<file path="src/rtl/stopwatch_ctrl.sv">
// Front-panel sequencer for the 4-digit BCD stopwatch: turns button edges into
// start/stop, lap-freeze, clear and direction commands for the counting datapath.
module stopwatch_ctrl #(
    parameter int unsigned        HOLD_W   = 16,
    parameter logic [HOLD_W-1:0]  LAP_HOLD = '0
) (
    input  logic       clk,
    input  logic       rst,
    input  logic       btn_ss,
    input  logic       btn_lap,
    input  logic       btn_clr,
    input  logic       dir_sw,
    input  logic [3:0] d3,
    input  logic [3:0] d2,
    input  logic [3:0] d1,
    input  logic [3:0] d0,
    output logic       go,
    output logic       up,
    output logic       clr,
    output logic [3:0] disp3,
    output logic [3:0] disp2,
    output logic [3:0] disp1,
    output logic [3:0] disp0,
    output logic       running,
    output logic       lap_active,
    output logic       done
);

    typedef enum logic [2:0] {StIdle, StRun, StPause, StLap, StDone} state_e;

    state_e            state_q, state_d;
    logic              up_q, up_d;
    logic              clr_q, clr_d;
    logic [15:0]       lap_q, lap_d;
    logic [HOLD_W-1:0] hold_q, hold_d;
    logic              ss_prev_q, lap_prev_q, clr_prev_q;

    logic [15:0] live;
    logic        zero, cd_zero;
    logic        ss_ev, lap_ev, clr_ev;
    logic        ss_cmd, lap_cmd;
    logic        hold_expired;

    assign live    = {d3, d2, d1, d0};
    assign zero    = (live == 16'h0000);
    assign cd_zero = zero & ~up_q;

    assign ss_ev  = btn_ss  & ~ss_prev_q;
    assign lap_ev = btn_lap & ~lap_prev_q;
    assign clr_ev = btn_clr & ~clr_prev_q;

    // Same-cycle priority: clear beats start/stop beats lap.
    assign ss_cmd  = ss_ev & ~clr_ev;
    assign lap_cmd = lap_ev & ~clr_ev & ~ss_ev;

    assign hold_expired = (LAP_HOLD != '0) && (hold_q == HOLD_W'(1));

    always_ff @(posedge clk or posedge rst) begin
        if (rst) begin
            state_q    <= StIdle;
            up_q       <= 1'b1;
            clr_q      <= 1'b0;
            lap_q      <= '0;
            hold_q     <= '0;
            ss_prev_q  <= 1'b0;
            lap_prev_q <= 1'b0;
            clr_prev_q <= 1'b0;
        end else begin
            state_q    <= state_d;
            up_q       <= up_d;
            clr_q      <= clr_d;
            lap_q      <= lap_d;
            hold_q     <= hold_d;
            ss_prev_q  <= btn_ss;
            lap_prev_q <= btn_lap;
            clr_prev_q <= btn_clr;
        end
    end

    always_comb begin
        state_d = state_q;
        up_d    = up_q;
        clr_d   = 1'b0;
        lap_d   = lap_q;
        hold_d  = hold_q;

        // Direction may only change while the datapath is not counting.
        if (state_q == StIdle || state_q == StPause) begin
            up_d = dir_sw;
        end

        if (state_q == StLap && LAP_HOLD != '0 && hold_q != '0) begin
            hold_d = hold_q - HOLD_W'(1);
        end

        if (clr_ev) begin
            state_d = StIdle;
            clr_d   = 1'b1;
            lap_d   = '0;
        end else begin
            unique case (state_q)
                StIdle, StPause: begin
                    if (ss_cmd) state_d = cd_zero ? StDone : StRun;
                end
                StRun: begin
                    if (ss_cmd) begin
                        state_d = StPause;
                    end else if (cd_zero) begin
                        state_d = StDone;
                    end else if (lap_cmd) begin
                        state_d = StLap;
                        lap_d   = live;
                        hold_d  = LAP_HOLD;
                    end
                end
                StLap: begin
                    if (ss_cmd) begin
                        state_d = StPause;
                    end else if (cd_zero) begin
                        state_d = StDone;
                    end else if (lap_cmd || hold_expired) begin
                        state_d = StRun;
                    end
                end
                StDone: begin
                    state_d = StDone;
                end
                default: begin
                    state_d = StIdle;
                end
            endcase
        end
    end

    // go is combinational so a countdown stops in the very cycle 0000 appears.
    assign running    = (state_q == StRun) || (state_q == StLap);
    assign go         = running & ~cd_zero;
    assign lap_active = (state_q == StLap);
    assign done       = (state_q == StDone);
    assign up         = up_q;
    assign clr        = clr_q;

    assign {disp3, disp2, disp1, disp0} = lap_active ? lap_q : live;

endmodule

</file>
<file path="config.mk">
export PLATFORM = sky130hd
export DESIGN_NAME = stopwatch_ctrl
export DESIGN_NICKNAME = d
export VERILOG_FILES = /design/src/rtl/stopwatch_ctrl.sv
export SDC_FILE = /design/constraint.sdc
export NUM_CORES = 1
export LEC_CHECK = 0
export BUFFER_PORTS_ARGS = -buffer_cell sky130_fd_sc_hd__buf_2
export CAP_MARGIN = 20
export CORE_ASPECT_RATIO = 0.7
export CORE_MARGIN = 5
export CORE_UTILIZATION = 53
export CTS_CLUSTER_DIAMETER = 60
export DETAILED_ROUTE_END_ITERATION = 12
export PLACE_DENSITY_LB_ADDON = 0.05
export SLEW_MARGIN = 20
export SYNTH_ARGS = -nofsm -noshare
export SYNTH_HDL_FRONTEND = slang
export SYNTH_SLANG_ARGS = --single-unit
export TNS_END_PERCENT = 10
</file>
<file path="constraint.sdc">
create_clock -name clk -period 4.2 [get_ports clk]
set_input_delay 1.05 -clock clk [delete_from_list [all_inputs] [get_ports clk]]
set_output_delay 1.05 -clock clk [all_outputs]
set_load 0.02 [all_outputs]
</file>
==> out/results.tsv <==
metric	value	unit
cell area after synthesis	1340	um2
Mapped Nets	158	
Setup WS pre-CTS	0.9716	ns
GP Congestion	0.8455	
die height	52.07	um
Final nets	200	
leakage	0.8756	nW
DP Area	1565	um2
Critical Path Source Type	input pin	
Synth Area in Compound Gates	10.08	%
Post-Synth Simple-Gate Area	22.97	%
vias in the first global route	1165	
final hold viol count	0	
die span in x	70.10	um
r2r setup slk	2.20	ns
Final ANT Viol Nets	0	
initial cell density of the core	54.92	%
yosys warns	0	
Tightest Hold Check Type	reg -> reg	
Most used DFF post-synth	dfrtp_1	
number of library cell types mapped by synthesis	31	
Final period util	76.90	%
max_slew headroom	39.04	%
TritonCTS Buffers	3	
TritonCTS clock tree	done	
via count	1110	
Pwr Total	633.0	uW
clk_lat worst skew	0.32	ns
first-pass GRT wire length	5375	um
total grt overflow	0	
main combinational cell family by area after synthesis	simple AND/OR/NAND/NOR gates	
number of gates resized after CTS	0	
htree depth	1	
Peak supply drop	0.2685	mV
fraction of layout cells with a size suffix above 1	33.33	%
Setup Fix Bufs, Post-CTS	0	
Slew Viols, Final	0	
Hold Buf Count CTS	0	
Crit Path Class	in -> out	
PortBufs	43	
final worst setup slack	0.9702	ns
outcome	complete, no violations	
clock tree buffer depth	2	
Pwr Density	391.2	nW/um2
design area	1618	um2
n_diodes	0	
syn_area_per_cell	9.853	um2
TNS Setup	0	ns
CTS clk-pin slew, worst paths	0.14	ns
DRC Markers	0	
GRT Overall Usage	18.91	%
Area growth, synth to finish	20.73	%
xor/xnor cell area share of the yosys netlist	0.6536	%
min cycle time layout	3.230	ns
# rows	15	
Synth Area in Adders	0	%
flops & latches, synth	24	
initial antenna violation count	0	
routed len/inst	14.73	um
DRT iter0 DRCs	32	
Seq/Total Area, Yosys	44.91	%
Root Driver	clkbuf_4	
die area	3650	um2
largest net degree at the start of global routing	25	
HPWL after DPL	2276	um
Critical Path End Type	primary output	
Synth Instances	136	
asr flop ratio synth	100.0	%
Worst Max-Slew Pin Slew	0.9134	ns
DR pass1 iterations	4	
Peak Freq	0.3096	GHz
# clock sinks	24	
Ports	44	
Core ar.	2440	um2
CP required	3.15	ns
EDFF count, synth	0	
RSZ-0062 raised after global routing	no	
Setup violations, final	0	
CP arrival	2.18	ns
max cap viols	0	
overall routed net length	3109	um
DR vias/cell	5.261	
worst clock skew	0.009315	ns
post-synthesis mux area share	13.07	%
Critical Path Fanout Max	4	
-- synthesized netlist by cell type (3+ instances only) --
cell / instances / area, um2
nand2_1: 15 / 56.30
mux2i_1: 13 / 130.1
clkbuf_1: 4 / 15.01
mux2_1: 3 / 33.78
dfrtp_1: 23 / 575.6
inv_1: 16 / 60.06
a32o_1: 3 / 30.03
nand3_1: 14 / 70.07
nor4_1: 3 / 18.77
o21ai_1: 13 / 65.06
nor4_2: 3 / 37.54
nor2_1: 3 / 11.26
-- worst paths after layout --
check,end,cells after the start,from
max,go,6,d3[2]
min,lap_q[0],1,lap_q[0]
max reg2reg,lap_q[13],4,state_q[1]
min reg2reg,lap_q[0],1,lap_q[0]
max in group asynchronous,ss_prev_q,2,rst
min in group asynchronous,lap_q[12],2,rst
-- registers in the layout (all words and copies together), names as in the netlist --
name,count
clr_prev_q,1
lap_prev_q,1
up,1
ss_prev_q,1
state_q,3
clr,1
lap_q,16
-- cell type report --
type	instances	area, um2
clock buffer	3	22.52
clock inverter	1	30.03
fill	200	822.0
inverter	17	63.81
multi-input combinational	87	626.9
sequential	24	601.8
tap	34	42.54
timing repair buffer	45	230.2
-- cells by family (layout without fill, tap and decap cells) --
| group | count (synthesis) | after routing |
|---|---|---|
| XOR/XNOR | 1 | 1 |
| AO/OA/AOI/OAI | 20 | 20 |
| AND/OR/NAND/NOR | 49 | 49 |
| flip-flops | 24 | 24 |
| buffers and inverters | 25 | 66 |
| multiplexers | 17 | 17 |
-- per-layer routing --
metal  global-route usage [%]  vias up  wire (um)
li1                         -      551          -
met1                    24.58      508       1487
met2                    30.88       49       1347
met3                    6.178        2        266
met4                    4.459        0          8
met5                        0        -          0
-- critical path: stages --
cell and delay [ns]:
buf_2 0.11, nor4_2 0.34, nand4_2 0.23, nor2_1 0.22, nor3_1 0.06, buf_2 0.17
-- where the power goes --
group	switching [mW]	internal (mW)	total [mW]	leakage, nW
clock network	0.0690	0.0965	0.166	0.0279
logic	0.111	0.0671	0.178	0.530
registers	0.0327	0.256	0.289	0.318
total	0.213	0.420	0.633	0.876
-- cells in the final DEF, fill, tap and decap left out, types with 13 or more instances in the layout --
master	n
nand2_1	15
dfrtp_1	23
mux2i_1	13
o21ai_1	13
nand3_1	14
buf_2	43
inv_1	16
-- per-stage QoR --
stage / utilization (%) / instances / hold slack (ns)
final: 66.31 / 211 / 0.5364
after global routing: 66.31 / 211 / 0.5462
after CTS: 66.31 / 211 / 0.5399
after detailed placement: 64.15 / 207 / 0.5077
after global placement: 64.15 / 207 / 0.5032
after floorplan: - / 136 / 0.4857
Power figures use the tool's default switching activity.
